===== config.mk =====
export PLATFORM = sky130hd
export DESIGN_NAME = packet_gen
export DESIGN_NICKNAME = d
export VERILOG_FILES = /design/src/rtl/packet_gen.sv
export SDC_FILE = /design/constraint.sdc
export NUM_CORES = 1
export LEC_CHECK = 0
export CAP_MARGIN = 0
export CORE_MARGIN = 8
export CORE_UTILIZATION = 53
export DETAILED_ROUTE_END_ITERATION = 16
export MAX_ROUTING_LAYER = met4
export PLACE_DENSITY_LB_ADDON = 0.15
export REMOVE_ABC_BUFFERS = 1
export SETUP_SLACK_MARGIN = 0.05
export SKIP_LAST_GASP = 1
export SYNTH_ARGS = -nofsm -noshare
export SYNTH_HDL_FRONTEND = slang
export SYNTH_SLANG_ARGS = --single-unit
export TNS_END_PERCENT = 20

===== constraint.sdc =====
create_clock -name clk -period 3.2 [get_ports clk]
set_input_delay 0.64 -clock clk [delete_from_list [all_inputs] [get_ports clk]]
set_output_delay 0.64 -clock clk [all_outputs]
set_load 0.01 [all_outputs]

===== src/rtl/packet_gen.sv =====
// packet_gen: builds header + payload word streams from metadata requests
// and pushes them to the crossbar under ready/enable flow control.
module packet_gen #(
  parameter int META_WIDTH = 32,
  parameter int BLOCK_SIZE = 32
) (
  input  logic                  clk,
  input  logic                  reset,
  input  logic [META_WIDTH-1:0] meta_in,
  input  logic                  meta_in_valid,
  output logic                  meta_in_ready,
  output logic [31:0]           egress_out,
  output logic                  egress_out_en,
  input  logic                  egress_out_ready,
  output logic                  pkt_done,
  output logic [15:0]           pkt_cnt
);
  typedef enum logic [2:0] {IDLE, LEN_DMAC, TIME, SMAC, PAYLOAD} state_t;
  state_t      st_q, st_d;
  logic [31:0] tm_q, ts_q;
  logic [1:0]  src_q, dst_q;
  logic [6:0]  blk_q, blk_in;
  logic [9:0]  wc_q, wc_d;
  logic [15:0] len, cnt_q;
  logic        h_q, h_d, arm_q, done_q, acc, xfer, last_x;
  logic        unused_meta;
  assign unused_meta   = ^meta_in;
  assign blk_in        = meta_in[27:22] == 6'd0 ? 7'd64 : {1'b0, meta_in[27:22]};
  assign len           = 16'(blk_q) * 16'(BLOCK_SIZE);
  assign meta_in_ready = st_q == IDLE && arm_q;
  assign egress_out_en = st_q != IDLE;
  assign acc           = meta_in_valid && meta_in_ready;
  assign xfer          = egress_out_en && egress_out_ready;
  assign last_x        = xfer && st_q == PAYLOAD && wc_q == 10'd1;
  assign wc_d          = acc ? {blk_in, 3'b000} : xfer ? wc_q - 10'd1 : wc_q;
  // h_q selects the first or second word of each two-word header state
  assign h_d           = xfer ? (st_q == PAYLOAD ? 1'b0 : ~h_q) : h_q;
  assign pkt_done      = done_q;
  assign pkt_cnt       = cnt_q;
  always_comb begin
    st_d = st_q;
    case (st_q)
      IDLE:     st_d = acc ? LEN_DMAC : IDLE;
      LEN_DMAC: st_d = xfer && h_q ? TIME : LEN_DMAC;
      TIME:     st_d = xfer && h_q ? SMAC : TIME;
      SMAC:     st_d = xfer && h_q ? PAYLOAD : SMAC;
      PAYLOAD:  st_d = last_x ? IDLE : PAYLOAD;
      default:  st_d = IDLE;
    endcase
  end
  always_comb begin
    egress_out = '0;
    case (st_q)
      LEN_DMAC: egress_out = h_q ? {30'd0, dst_q} : {len, 14'd0, dst_q};
      TIME:     egress_out = h_q ? 32'd0 : ts_q;
      SMAC:     egress_out = h_q ? {30'd0, src_q} : {30'd0, src_q};
      PAYLOAD:  egress_out = 32'hFFFF_FFFF;
      default:  egress_out = '0;
    endcase
  end
  always_ff @(posedge clk or negedge reset) begin
    if (!reset) begin
      st_q   <= IDLE;
      tm_q   <= '0;
      ts_q   <= '0;
      src_q  <= '0;
      dst_q  <= '0;
      blk_q  <= '0;
      wc_q   <= '0;
      h_q    <= 1'b0;
      arm_q  <= 1'b0;
      done_q <= 1'b0;
      cnt_q  <= '0;
    end else begin
      st_q   <= st_d;
      tm_q   <= tm_q + 32'd1;
      wc_q   <= wc_d;
      h_q    <= h_d;
      arm_q  <= 1'b1;
      done_q <= last_x;
      cnt_q  <= cnt_q + 16'(last_x);
      if (acc) begin
        ts_q  <= tm_q;
        src_q <= meta_in[31:30];
        dst_q <= meta_in[29:28];
        blk_q <= blk_in;
      end
    end
  end
endmodule


=== Yosys cells after proc, flatten, opt, wreduce, memory -nomap -nowiden ===
Cells that the tools add are included.

* Memories kept: 0
* Word-level logic and storage cells: 43
* Memory bits (writable): 0
* Flip-flop bits (word level): 107
* Output and inout port bits: 51
* Input port bits: 36
* Latch bits: 0
* ROM bits: 0

* Equality and inequality tests: 5
* Reduce and logical (&&, ||, !) cells: 10
* Bitwise logic cells: 1
* Multipliers: 0
* Add/sub/neg operators: 3
* Div/mod/pow operators: 0
* Shift operators: 0
* Muxes and demuxes: 13
* Order comparisons: 0

{| class="wikitable"
|+ Operators by type and width
! operator !! number
|-
| $pmux W32 S4 || 1
|-
| $add A32 B1 Y32 const B || 1
|-
| $mux W32 || 1
|-
| $mux W28 || 1
|-
| $mux W10 || 2
|-
| $add A16 B1 Y16 || 1
|-
| $pmux W3 S5 || 1
|-
| $eq A10 B1 Y1 const B || 1
|-
| $sub A10 B1 Y10 const B || 1
|-
| $mux W7 || 1
|-
| $eq A3 B2 Y1 const B || 2
|-
| $logic_and A1 B1 Y1 || 6
|-
| $logic_not A6 Y1 || 1
|-
| $mux W3 || 2
|-
| $eq A3 B1 Y1 const B || 1
|-
| $eq A3 B3 Y1 const B || 1
|-
| $logic_not A3 Y1 || 1
|-
| $mux W1 || 3
|-
| $reduce_bool A3 Y1 || 1
|-
| $mux W2 || 1
|-
| $reduce_bool A2 Y1 || 1
|-
| $not A1 Y1 || 1
|}

=== Longest topological paths before layout ===
Gate-level depths: netlist of run 1.

* Word-level depth: 6
* Gate-level depth with buffers: 10
* Gate-level depth less buffers: 9

=== Worst setup path after synthesis of run 1 ===
OpenSTA, ideal clock, no wires.

* Path type: input to register
* Start: in egress_out_ready
* End: reg cnt_q[12] (netlist: pkt_cnt[12])
* Arrival: 2.382 ns
* Cell stages on the path: 9
* Buffers on the path: 1
* Slack: 0.691 ns
* Data required time: 3.074 ns
* Setup time: 0.126 ns
* Cell sequence: o31a_1 > clkbuf_1 > nand3_1 > nor4_1 > ha_1 > ha_1 > nand2_1 > or3_1 > xnor2_1

* Cells in the longest elaborated chain, start to end: 4

{| class="wikitable"
|+ RTL lines
! what !! line !! text
|-
| from (decl) || 14 || <nowiki>input logic egress_out_ready,</nowiki>
|-
| $logic_and A1 B1 Y1 || 33 || <nowiki>assign xfer = egress_out_en && egress_out_ready;</nowiki>
|-
| $logic_and A1 B1 Y1 (2 in a row) || 34 || <nowiki>assign last_x = xfer && st_q == PAYLOAD && wc_q == 10'd1;</nowiki>
|-
| named net last_x || 25 || <nowiki>logic h_q, h_d, arm_q, done_q, acc, xfer, last_x;</nowiki>
|-
| $add A16 B1 Y16 || 81 || <nowiki>cnt_q <= cnt_q + 16'(last_x);</nowiki>
|-
| to (signal assigned) || 81 ||
|-
| to (decl) || 24 || <nowiki>logic [15:0] len, cnt_q;</nowiki>
|}

The timed path passes the listed nets, and every way through them passes these cells.
A chain may end at the register's enable or synchronous reset.

=== Worst setup path after layout of run 1 ===
* Start: reg st_q[2]
* End: out egress_out[27]

* Cells in the longest elaborated chain, start to end: 2
* Elaborated cells on any way between the ends: 5

{| class="wikitable"
|+ RTL lines
! what !! line !! text
|-
| from (decl) || 19 || <nowiki>state_t st_q, st_d;</nowiki>
|-
| from (signal assigned) || 75 || <nowiki>st_q <= st_d;</nowiki>
|-
| $eq A3 B3 Y1, or another cell as far along || 53 || <nowiki>case (st_q)</nowiki>
|-
| $pmux W32 S4 (*) || 53 ||
|-
| to (decl) || 12 || <nowiki>output logic [31:0] egress_out,</nowiki>
|}

Every way passes the cells marked *; elsewhere a longest branch is shown, timed or not.

==> results.md, run 1 <==
Run status:
- The flow ran to the end, and the final reports show no timing, DRC or antenna violations.

Place:
- The final weighted congestion in routability-driven placement is 0.816.
- The total half-perimeter wirelength after legalization and detailed placement is 7560 µm.
- Buffers placed on the I/O ports in this run total 64.
- The area after detailed placement is 5700 µm².

Floorplan:
- The count of standard-cell rows is 35.
- The die is 112 µm tall.
- For this configuration, the core starts out at a cell density of 53.9%.
- For this design the top-level I/O count stands at 87.
- In this run the horizontal extent of the chip is 112 µm.
- The core region is 9110 µm².
- The total die area is 12600 µm².

STA:
- The post-route fraction of the period consumed by the critical path is 92.3%.
- The headroom to the max-slew limit is 36.7%.
- Setup repair after global routing left no endpoint under its margin.
- For this run, the top clock speed supported by timing is 339 MHz.
- The clock period could shrink to 2.95 ns.
- The measured slew at the worst slew-check pin is 0.941 ns.
- Setup violations remaining at the end of the flow were counted as 0.
- The post-route clock skew is 0.00937 ns.
- The count of endpoints failing hold in the final timing report was 0.
- For the final routed database, the setup TNS stands at 0 ns.
- The max-slew violation count came to 0.

Finish:
- Summing all non-filler instances in the final layout gives an area of 5910 µm².
- The repair_antennas step left the layout with diodes totalling 0.
- The area added between synthesis and finish is 20.4%.
- After the last flow step, the layout net total stands at 637.
- The fraction of layout instances using a drive strength above 1 is 5.84%.

Yosys:
- The count of distinct cell types in the synthesized netlist is 39.
- The number of enable flip-flop cells after synthesis is 0.
- After synthesis, the mean cell area works out to 9.24 µm².
- During synthesis, Yosys emitted a total of 0 warnings.
- In the synthesized netlist, the number of instances is 531.
- The share of async-settable or async-resettable flops after synthesis is 100%.
- For this run, the leading register cell type out of synthesis is dfrtp_1.
- The combined area of all synthesized cells is 4910 µm².
- The number of storage elements in the synthesis netlist is 107.
- The fraction of the yosys area taken by sequential cells is 54.6%.

CTS:
- The clock tree root buffer cell is clkbuf_8.
- TritonCTS built the clock tree.
- Buffers inserted during clock tree synthesis total 9.
- The count of hold-fix buffers inserted at cts is 0.
- The CTS H-tree depth is 3.
- The clock transition at the registers of the reported paths is 0.09 ns.
- The clock latency at the later pin of the worst-skew pair is 0.37 ns.
- The clock passes through at most 2 buffers.
- The CTS sink count is 107.

Routing:
- The final wirelength is 10600 µm.
- The routed layout has 3904 vias.
- The final antenna-violating net count is 0.
- After detailed routing, the average wire length per cell comes to 14.9 µm.
- The detailed-route DRC error count is 0.
- The number of vias per cell is 5.50.
- After the first detailed-routing iteration, the DRC count stood at 250.
- The count of TritonRoute iterations in the first routing pass is 4.

Critical path:
- The arrival time of the worst setup path is 2.31 ns.
- The endpoint identified for the worst register-to-register timing path is pkt_cnt[12].
- The number of buffers and inverters on the critical path is 2.
- The worst setup slack for register-to-register paths is 0.50 ns.
- The data required time at the worst endpoint is 2.56 ns.
- The worst setup path category is reg -> out.
- The number of cells on the worst reg-to-reg path is 9.
- STA classifies the critical path startpoint as a register.
- The maximum fanout encountered on the critical timing path is 20.
- Traced cell by cell, the critical path runs through nor4b_4 -> buf_6 -> nand2_1 -> o21ai_0 -> clkdlybuf4s50_1.
- The worst setup path is captured at an output port.
- Grouping stages by cell kind, the critical path spends the most delay in buffers and inverters.
- The critical path's largest stage delay is 0.61 ns.
- The startpoint of the worst-slack reg-to-reg timing path is st_q[2].
- The number of cells on the critical path is 5.
- The slowest stage of the critical path belongs to the cell clkdlybuf4s50_1.

Global route:
- The global route total overflow is 0.
- Entering global routing, the biggest net connects 59 pins.
- The first global-routing pass estimated 18700 µm of wire.
- The number of global-route vias before repair is 3906.
- The initial antenna violation count is 0.
- The global-route usage over all layers is 18.5%.

Power:
- The worst-case IR drop observed on VDD is 0.368 mV.
- The leakage component of the power is 2.88 nW.
- The power density normalized to cell area is 605 nW/µm².
- The design draws 0.00357 W.

Hold path:
- The worst hold path class is in -> async.

Run:
- The number of max-capacitance violations reported is 0.
==> flip-flops by register name, indices dropped and copies added, names as in the netlist <==
signal    flops
pkt_done      1
wc_q         10
src_q         2
dst_q         2
st_q          3
pkt_cnt      16
ts_q         32
blk_q         7
tm_q         32
h_q           1
arm_q         1
==> power by group <==
| group | internal, W | switching, W | total (W) |
|---|---|---|---|
| logic | 0.000481 | 0.000554 | 0.00104 |
| clock network | 0.000380 | 0.000440 | 0.000820 |
| registers | 0.00153 | 0.000184 | 0.00172 |
| total | 0.00239 | 0.00118 | 0.00357 |
==> worst max-delay path by stage <==
stage	endpoint	start
after floorplan	egress_out[21]	st_q[1]
after global placement	pkt_cnt[12]	egress_out_ready
final	egress_out[27]	st_q[2]
after CTS	egress_out[27]	st_q[0]
after global routing	egress_out[27]	st_q[2]
after detailed placement	pkt_cnt[12]	egress_out_ready
==> layout make-up <==
| class | count | area [µm²] |
|---|---|---|
| clock buffer | 11 | 141 |
| clock inverter | 4 | 51.3 |
| fill | 781 | 3200 |
| inverter | 9 | 33.8 |
| multi-input combinational | 389 | 2100 |
| sequential | 107 | 2680 |
| tap | 111 | 139 |
| timing repair buffer | 79 | 767 |
==> cell usage in the layout (no fill, tap or decap), types with 8 or more instances in the layout <==
cell / count
xor2_1: 14
dfrtp_1: 106
nor3_1: 9
inv_1: 9
o21ai_0: 22
clkdlybuf4s50_1: 63
nor2_1: 12
and4_1: 8
buf_4: 14
clkbuf_8: 10
nand3_1: 24
xnor2_1: 33
a21oi_1: 8
nand4_1: 11
nand2_1: 194
==> Yosys cell counts, types with 2 or more instances <==
master | count | share of area, %
nor3_1 | 9 | 0.92
a22oi_1 | 3 | 0.46
or3_1 | 2 | 0.25
nand3_1 | 24 | 2.4
o311ai_0 | 2 | 0.36
xor2_1 | 14 | 2.5
a22o_1 | 2 | 0.36
nand4_1 | 11 | 1.4
and3_1 | 5 | 0.64
a21oi_1 | 8 | 0.82
buf_2 | 4 | 0.41
o22ai_1 | 2 | 0.25
nor2b_1 | 2 | 0.25
dfrtp_1 | 107 | 55
a221o_1 | 4 | 0.82
clkbuf_1 | 19 | 1.5
o21ai_0 | 22 | 2.2
buf_4 | 3 | 0.46
and4_1 | 8 | 1.4
nor2_1 | 12 | 0.92
and2_1 | 6 | 0.77
nand2_1 | 194 | 15
nor4_1 | 5 | 0.64
inv_1 | 9 | 0.69
nor3b_1 | 2 | 0.31
xnor2_1 | 33 | 5.9
ha_1 | 6 | 1.5
a21o_1 | 2 | 0.31
==> timing repair <==
item	in CTS	in global routing
resized for setup	1	2
buffers inserted	0	0
setup endpoints to repair	1	7
==> kinds of logic after synthesis <==
logic type	count (synthesis)	synth area share, %
and+or+nand+nor	286	26.1
DFF	107	54.6
AOI/OAI and AO/OA	49	6.35
xor gates and xnor gates	47	8.39
buffers and inverters	35	3.01
adders and majority gates	6	1.53
other	1	0.0764
==> metal layers <==
layer  routed length [µm]  track usage [%]  vias up
li1                     -                -     1876
met1                 4730             22.9     1936
met3                  539             3.92        9
met2                 5240             30.2       83
met4                  112             5.40        0
met5                    0                -        -
==> through the flow <==
stage / worst slack, ns / hold slack (ns) / instances / utilization [%]
floorplan: -0.673 / 0.344 / 505 / -
global placement: 0.269 / 0.458 / 695 / 62.6
detailed placement: 0.233 / 0.457 / 695 / 62.6
CTS: 0.0682 / 0.304 / 710 / 64.7
global route: 0.104 / 0.330 / 710 / 64.8
finish: 0.248 / 0.288 / 710 / 64.8
No activity file was read; power rests on OpenSTA's default activity.
==> run 2: changes to the inputs <==
--- a/config.mk
+++ b/config.mk
@@ -11,6 +11,7 @@
 export DETAILED_ROUTE_END_ITERATION = 16
 export MAX_ROUTING_LAYER = met4
 export PLACE_DENSITY_LB_ADDON = 0.15
+export RECOVER_POWER = 50
 export REMOVE_ABC_BUFFERS = 1
 export SETUP_SLACK_MARGIN = 0.05
 export SKIP_LAST_GASP = 1
==> run 2 against run 1 <==
Effect of this change: utilization is 0.29 points lower; power barely moved; combinational power about the same; clock power is essentially flat; sequential power barely moved; die area unchanged; routed wire length hardly changed; clock-buffer cell count did not move; global-route usage did not move; clock skew barely moved; register-to-register slack hardly changed; critical endpoint unchanged; largest power group unchanged.
==> results.md, run 2 (synthesis gave the netlist of run 1 again) <==
CTS:
- The TritonCTS buffer count is 9.
- The number of buffers added for setup after CTS is 0.
- TritonCTS built the clock tree.
- The clock latency at the later pin of the worst-skew pair is 0.37 ns.
- The clock tree root buffer cell is clkbuf_8.
- The CTS sink count is 107.
- The H-tree was split into 3 levels.
- The clock transition at the registers of the reported paths is 0.09 ns.
- The count of hold-fix buffers inserted at cts is 0.
- The longest clock path from root to sink contains 2 buffers.

Finish:
- The filler cells instantiated in the layout total 785.
- The number of antenna diodes in the final layout is 0.
- The area added between synthesis and finish is 19.9%.
- The library cells used most frequently in the layout, excluding fill and tap cells, are nand2_1, dfrtp_1, clkdlybuf4s50_1, xnor2_1, nand3_1.
- For this run, the post-layout net count is 637.
- The most frequent standard cell in the layout excluding fill and tap cells is nand2_1.
- Measured on the finished design, the core utilization comes to 64.6%.
- The fraction of layout instances using a drive strength above 1 is 5.51%.
- Summing all non-filler instances in the final layout gives an area of 5880 µm².
- The final cell count without fillers is 710.

Routing:
- The pre-antenna-repair detailed-routing pass consisted of 4 iterations.
- The detailed router finished its first iteration with 235 violations.
- The number of vias per cell is 5.53.
- After detailed routing, the average wire length per cell comes to 15.0 µm.
- The final wirelength is 10600 µm.
- The via count is 3926.
- In this run the remaining antenna-violating nets after routing total 0.
- The detailed-route DRC error count is 0.

Global route:
- The initial antenna violation count is 0.
- Entering global routing, the biggest net connects 59 pins.
- The number of global-route vias before repair is 3906.
- The global-route usage over all layers is 18.5%.
- The global route total overflow is 0.
- The met3 layer usage reported by global route is 3.92%.
- The first-pass GRT wire length is 18700 µm.
- The met1 capacity usage during global routing is 22.9%.
- Global routing consumed, on the met2 layer, 30.2% of the routing resources.
- The global routing stage identified its most utilized layer as met2.

Power:
- The power density normalized to cell area is 607 nW/µm².
- The leakage component of the power is 2.87 nW.
- The total power draw is 0.00357 W.
- The worst vdd rail ir drop is 0.368 mV.

STA:
- Setup repair after global routing left no endpoint under its margin.
- The upper clock frequency limit is 340 MHz.
- At the pin with the least slew margin, the transition time is 1.39 ns.
- Across the routed clock network, the largest skew measured is 0.00938 ns.
- Setup violations remaining at the end of the flow were counted as 0.
- The count of endpoints failing hold in the final timing report came to 0.
- The worst-case hold slack is 0.471 ns.
- The minimum period implied by the final worst setup slack is 2.94 ns.
- Measured against its own limit, the worst slew margin works out to 7.23%.
- The max-slew violation count is 0.
- The post-route fraction of the period consumed by the critical path is 91.9%.

Place:
- The total placed cells including tap cells is 695.
- The area after detailed placement is 5700 µm².
- Once detailed placement completed, the half-perimeter wirelength came to 7560 µm.
- The final weighted congestion in routability-driven placement is 0.816.
- Buffers placed on the I/O ports in this run total 64.

Floorplan:
- The count of standard-cell rows is 35.
- The boundary pin count is 87.
- In this run the vertical extent of the chip is 112 µm.
- The floorplan die width is 112 µm.
- The die covers 12600 µm².
- After floorplanning, the core was sized to cover 9110 µm².
- For this configuration, the core starts out at a cell density of 53.9%.

Critical path:
- The data required time at the worst endpoint is 2.56 ns.
- At the worst endpoint, the arrival time is 2.30 ns.
- Along the worst path, the maximum fanout reaches 20.
- The worst register-to-register path has a setup slack of 0.50 ns.
- The worst setup path is of the reg -> out kind.
- The nature of the critical path startpoint is a register.
- The sort of element at the end of the critical path is an output port.

Run status:
- The run finished with clean final reports.

Run:
- The number of max-capacitance violations reported is 0.

Hold path:
- The min-delay analysis places its worst path in the category reg -> reg.
==> run 2: cell count changes in the layout (fill, tap and decap cells not counted), sizes merged <==
cell / before / now
buf: 16 / 13
clkbuf: 11 / 14
==> run 2: where the power goes <==
group / switching [W] / internal, W / leakage, nW / total [W]
Combinational: 0.000553 / 0.000476 / 1.34 / 0.00103
Sequential: 0.000186 / 0.00153 / 1.43 / 0.00172
Clock: 0.000441 / 0.000380 / 0.0954 / 0.000821
Total: 0.00118 / 0.00239 / 2.87 / 0.00357
==> run 2: repair_timing <==
item / 4_1_cts / 5_1_grt
endpoints found under the hold margin: 0 / 0
setup endpoints to repair: 1 / 7
gates resized for setup: 1 / 2
==> run 2: critical path, cell delays in order, from the launching register on <==
cell	delay, ns
dfrtp_2	0.52
nor4b_4	0.37
buf_6	0.24
nand2_1	0.07
o21ai_0	0.12
clkdlybuf4s50_1	0.61
==> run 2: layout make-up <==
type	instances	area, µm²	share of cell area, %
clock buffer	11	141	2.40
sequential	107	2680	45.6
timing repair buffer	79	746	12.7
clock inverter	4	51.3	0.872
inverter	9	33.8	0.574
multi-input combinational	389	2090	35.6
tap	111	139	2.36
==> run 2: per-layer routing <==
layer / vias to the layer above / share of wire, %
met1: 1960 / 45
met3: 6 / 4.8
li1: 1874 / -
met5: - / 0
met2: 86 / 50
met4: 0 / 0.79
==> run 2: metrics by stage <==
step	setup WS, ns	TNS, ns
floorplan	-0.673	-20.12
global placement	0.269	0
detailed placement	0.233	0
CTS	0.0682	0
global route	0.113	0
finish	0.260	0
==> run 2: final timing paths <==
kind / cells after the start / end / from
setup / recovery: 5 / egress_out[27] / st_q[0]
hold / removal: 1 / tm_q[31] / tm_q[31]
setup reg to reg: 9 / pkt_cnt[12] / st_q[2]
hold reg to reg: 1 / tm_q[31] / tm_q[31]
max in group asynchronous: 2 / tm_q[25] / reset
min in group asynchronous: 1 / wc_q[4] / reset
==> run 3: changes to the inputs <==
--- a/config.mk
+++ b/config.mk
@@ -7,7 +7,7 @@
 export LEC_CHECK = 0
 export CAP_MARGIN = 0
 export CORE_MARGIN = 8
-export CORE_UTILIZATION = 53
+export CORE_UTILIZATION = 40
 export DETAILED_ROUTE_END_ITERATION = 16
 export MAX_ROUTING_LAYER = met4
 export PLACE_DENSITY_LB_ADDON = 0.15
==> constraint.sdc (replaced) <==
create_clock -name clk -period 2.66 [get_ports clk]
set_input_delay 0.532 -clock clk [delete_from_list [all_inputs] [get_ports clk]]
set_output_delay 0.532 -clock clk [all_outputs]
set_load 0.01 [all_outputs]
==> run 3 against run 2 <==
Effect of this change: sequential share of layout area shrank 1.9 points; sequential cell count is the same; non-clock buffer count grew 12; cell count grew 6.9%; first-iteration DRC count shrank 3.0%; worst hold slack lost 0.0029 ns; utilization shrank 13 points; combinational power grew 27%; global-route usage shrank 4.2 points; critical path type unchanged; largest cell class unchanged.
==> results.md, run 3 (synthesis gave the netlist of run 1 again) <==
Finish:
- The final layout contains 649 nets.
- Leaving out fill and tap cells, the most frequent cells in the layout are nand2_1, dfrtp_1, clkdlybuf4s50_1, xnor2_1, nand3_1.
- The fraction of layout instances using a drive strength above 1 is 7.84%.
- The count of antenna diodes in the layout is 0.
- The most frequent standard cell in the layout excluding fill and tap cells is nand2_1.
- Compared with the post-synthesis result, the final layout area differs by 25.2%.
- The filler cells instantiated in the layout total 1142.

Floorplan:
- The die extent in y is 127 µm.
- The starting utilization of the core area is 40.8%.
- The total die area is 16100 µm².
- The count of standard-cell rows is 40.
- The floorplan die width is 127 µm.
- The region available for standard cell placement spans 12000 µm².
- For this design the top-level I/O count stands at 87.

Critical path:
- At the worst endpoint, the arrival time is 2.05 ns.
- The largest single stage delay on the critical path is 0.54 ns.
- The worst setup path is of the reg -> out kind.
- Along the worst path, the maximum fanout reaches 13.
- Measured in cells, the most critical reg-to-reg path has a length of 9.
- The worst register-to-register path begins at wc_q[3].
- Walking the worst path, the cells encountered are nor4b_2 -> buf_4 -> nand2_1 -> nand2_1 -> clkdlybuf4s50_1.
- The nature of the critical path startpoint is a register.
- The data required time at the worst endpoint is 2.13 ns.
- The slowest cell on the critical path is clkdlybuf4s50_1.
- The worst setup slack for register-to-register paths is 0.23 ns.
- The endpoint of the most critical register-to-register path is pkt_cnt[12].
- The worst setup path is captured at an output port.
- Counting stages on the worst path, the most repeated cell is nand2_1.

Routing:
- After detailed routing, the number of remaining DRC violations is 0.
- In the routed layout, each cell is associated on average with a via count of 5.06.
- After detailed routing, the average wire length per cell comes to 14.4 µm.
- The routed layout has 3840 vias.
- The first TritonRoute pass finished after 6 iterations.
- After the first detailed-routing iteration, the DRC count stood at 228.
- The count of nets left with antenna violations once routing finished came out at 0.
- Wires add up to 10900 µm.

STA:
- The max-slew violation count is 0.
- The total setup violations reported at the end of the flow is 0.
- Measured against its own limit, the worst slew margin works out to 0.976%.
- The measured slew at the worst slew-check pin is 1.49 ns.
- The setup slack after layout is 0.0784 ns.
- Subtracting the final worst setup slack from the clock period gives 2.58 ns.
- Setup repair after global routing could not meet its margin everywhere.
- The count of endpoints failing hold in the final timing report is 0.
- Derived from the worst setup path, the maximum achievable clock frequency is 387 MHz.
- Between clock sinks in the finished design, the worst skew comes to 0.00449 ns.
- The setup TNS is 0 ns.
- The worst path uses 97.1% of the clock period.

CTS:
- The clock transition at the registers of the reported paths is 0.07 ns.
- The count of hold-fix buffers inserted at cts is 0.
- Clock tree synthesis selected as its root buffer the cell clkbuf_16.
- Counting every sink on the clock net gives 107.
- The TritonCTS clock tree is yes.
- The H-tree generated during clock tree synthesis spans 3 levels.
- Clock tree synthesis inserted a total of 9 buffers.
- No sink is reached through more buffers than the 2 on the longest clock path.
- Clock latency on the worst-skew pair, taken at its later pin, is 0.34 ns.

Run:
- Across the run, the number of max-cap violations was 0.

Place:
- Buffers placed on the I/O ports in this run total 64.
- The congestion estimate from routability-driven global placement came to 0.809.
- Summed over all nets, the half-perimeter wirelength after detailed placement is 7710 µm.
- The worst slack at placement is -0.150 ns.

Global route:
- Global routing finished with a remaining overflow of 0.
- The first global-routing pass estimated 18600 µm of wire.
- Entering global routing, the biggest net connects 108 pins.
- The global-route usage over all layers is 14.4%.
- The initial antenna violation count was 0.
- The number of global-route vias before repair was 3817.

Power:
- The total power draw is 0.00468 W.
- The power density normalized to cell area is 762 nW/µm².
- The leakage component of the power is 3.08 nW.
- The worst vdd rail ir drop is 0.389 mV.

Hold path:
- The depth of the worst hold-timing path is 1.
- The path with the worst hold slack has its endpoint at pkt_cnt[15].
- The start point of the worst hold path is pkt_cnt[15].
- The worst hold path belongs to the class reg -> reg.

Run status:
- The run finished with clean final reports.
## run 3: changes by cell type in the layout (fill, tap and decap cells not counted), moves of 4 or more
cell,delta
clkbuf_16,+9
buf_4,+11
dlygate4sd2_1,+6
clkbuf_8,-9
dlymetal6s2s_1,+4
clkdlybuf4s50_1,-11
## run 3: worst max-delay path, delay by kind of cell (launching register included)
| family | cells | cell delay, ns |
|---|---|---|
| buffers and inverters | 2 | 0.79 |
| flip-flops | 1 | 0.44 |
| AND/OR/NAND/NOR | 3 | 0.48 |
## run 3: per-layer routing
layer / vias up / track usage (%) / part of all wire (%)
li1: 1906 / - / -
met1: 1855 / 18.5 / 48
met2: 65 / 22.3 / 47
met3: 14 / 2.72 / 3.9
met4: 0 / 4.83 / 1.1
met5: - / - / 0
## run 3: repair_timing
action                                  4_1_cts  5_1_grt
endpoints found under the hold margin         0        0
buffers inserted                              0        2
resized for setup                             6        7
endpoints found under the setup margin       32       33
## run 3: final cells by class
class	count	area, µm²	area share [%]
inverters	9	33.8	0.550
well taps	147	184	2.99
repair buffers	91	865	14.1
flip-flops and latches	107	2680	43.6
clock buffers	11	243	3.95
clock inverters	5	52.6	0.855
multi-input cells	389	2090	34.0
## run 3: per-stage QoR
step	instance area, µm²	util (%)	std cells	hold slack, ns
2_1_floorplan	4790	-	505	0.236
3_3_place_gp	5850	48.7	741	0.458
3_5_place_dp	5850	48.7	741	0.463
4_1_cts	6130	51.1	757	0.294
5_1_grt	6140	51.2	759	0.478
6_report	6140	51.2	759	0.468
## run 3: worst max path at each step
stage / startpoint / end / cells after the start
after CTS: st_q[0] / egress_out[21] / 6
after global routing: st_q[0] / egress_out[7] / 5
after global placement: egress_out_ready / pkt_cnt[12] / 10
after detailed placement: egress_out_ready / pkt_cnt[12] / 10
after floorplan: st_q[1] / egress_out[21] / 3
final: st_q[0] / egress_out[29] / 5
## run 3: report_power, final
group	switching [W]	internal [W]
combinational	0.000711	0.000603
clock	0.000585	0.000752
sequential	0.000182	0.00185
total	0.00148	0.00320
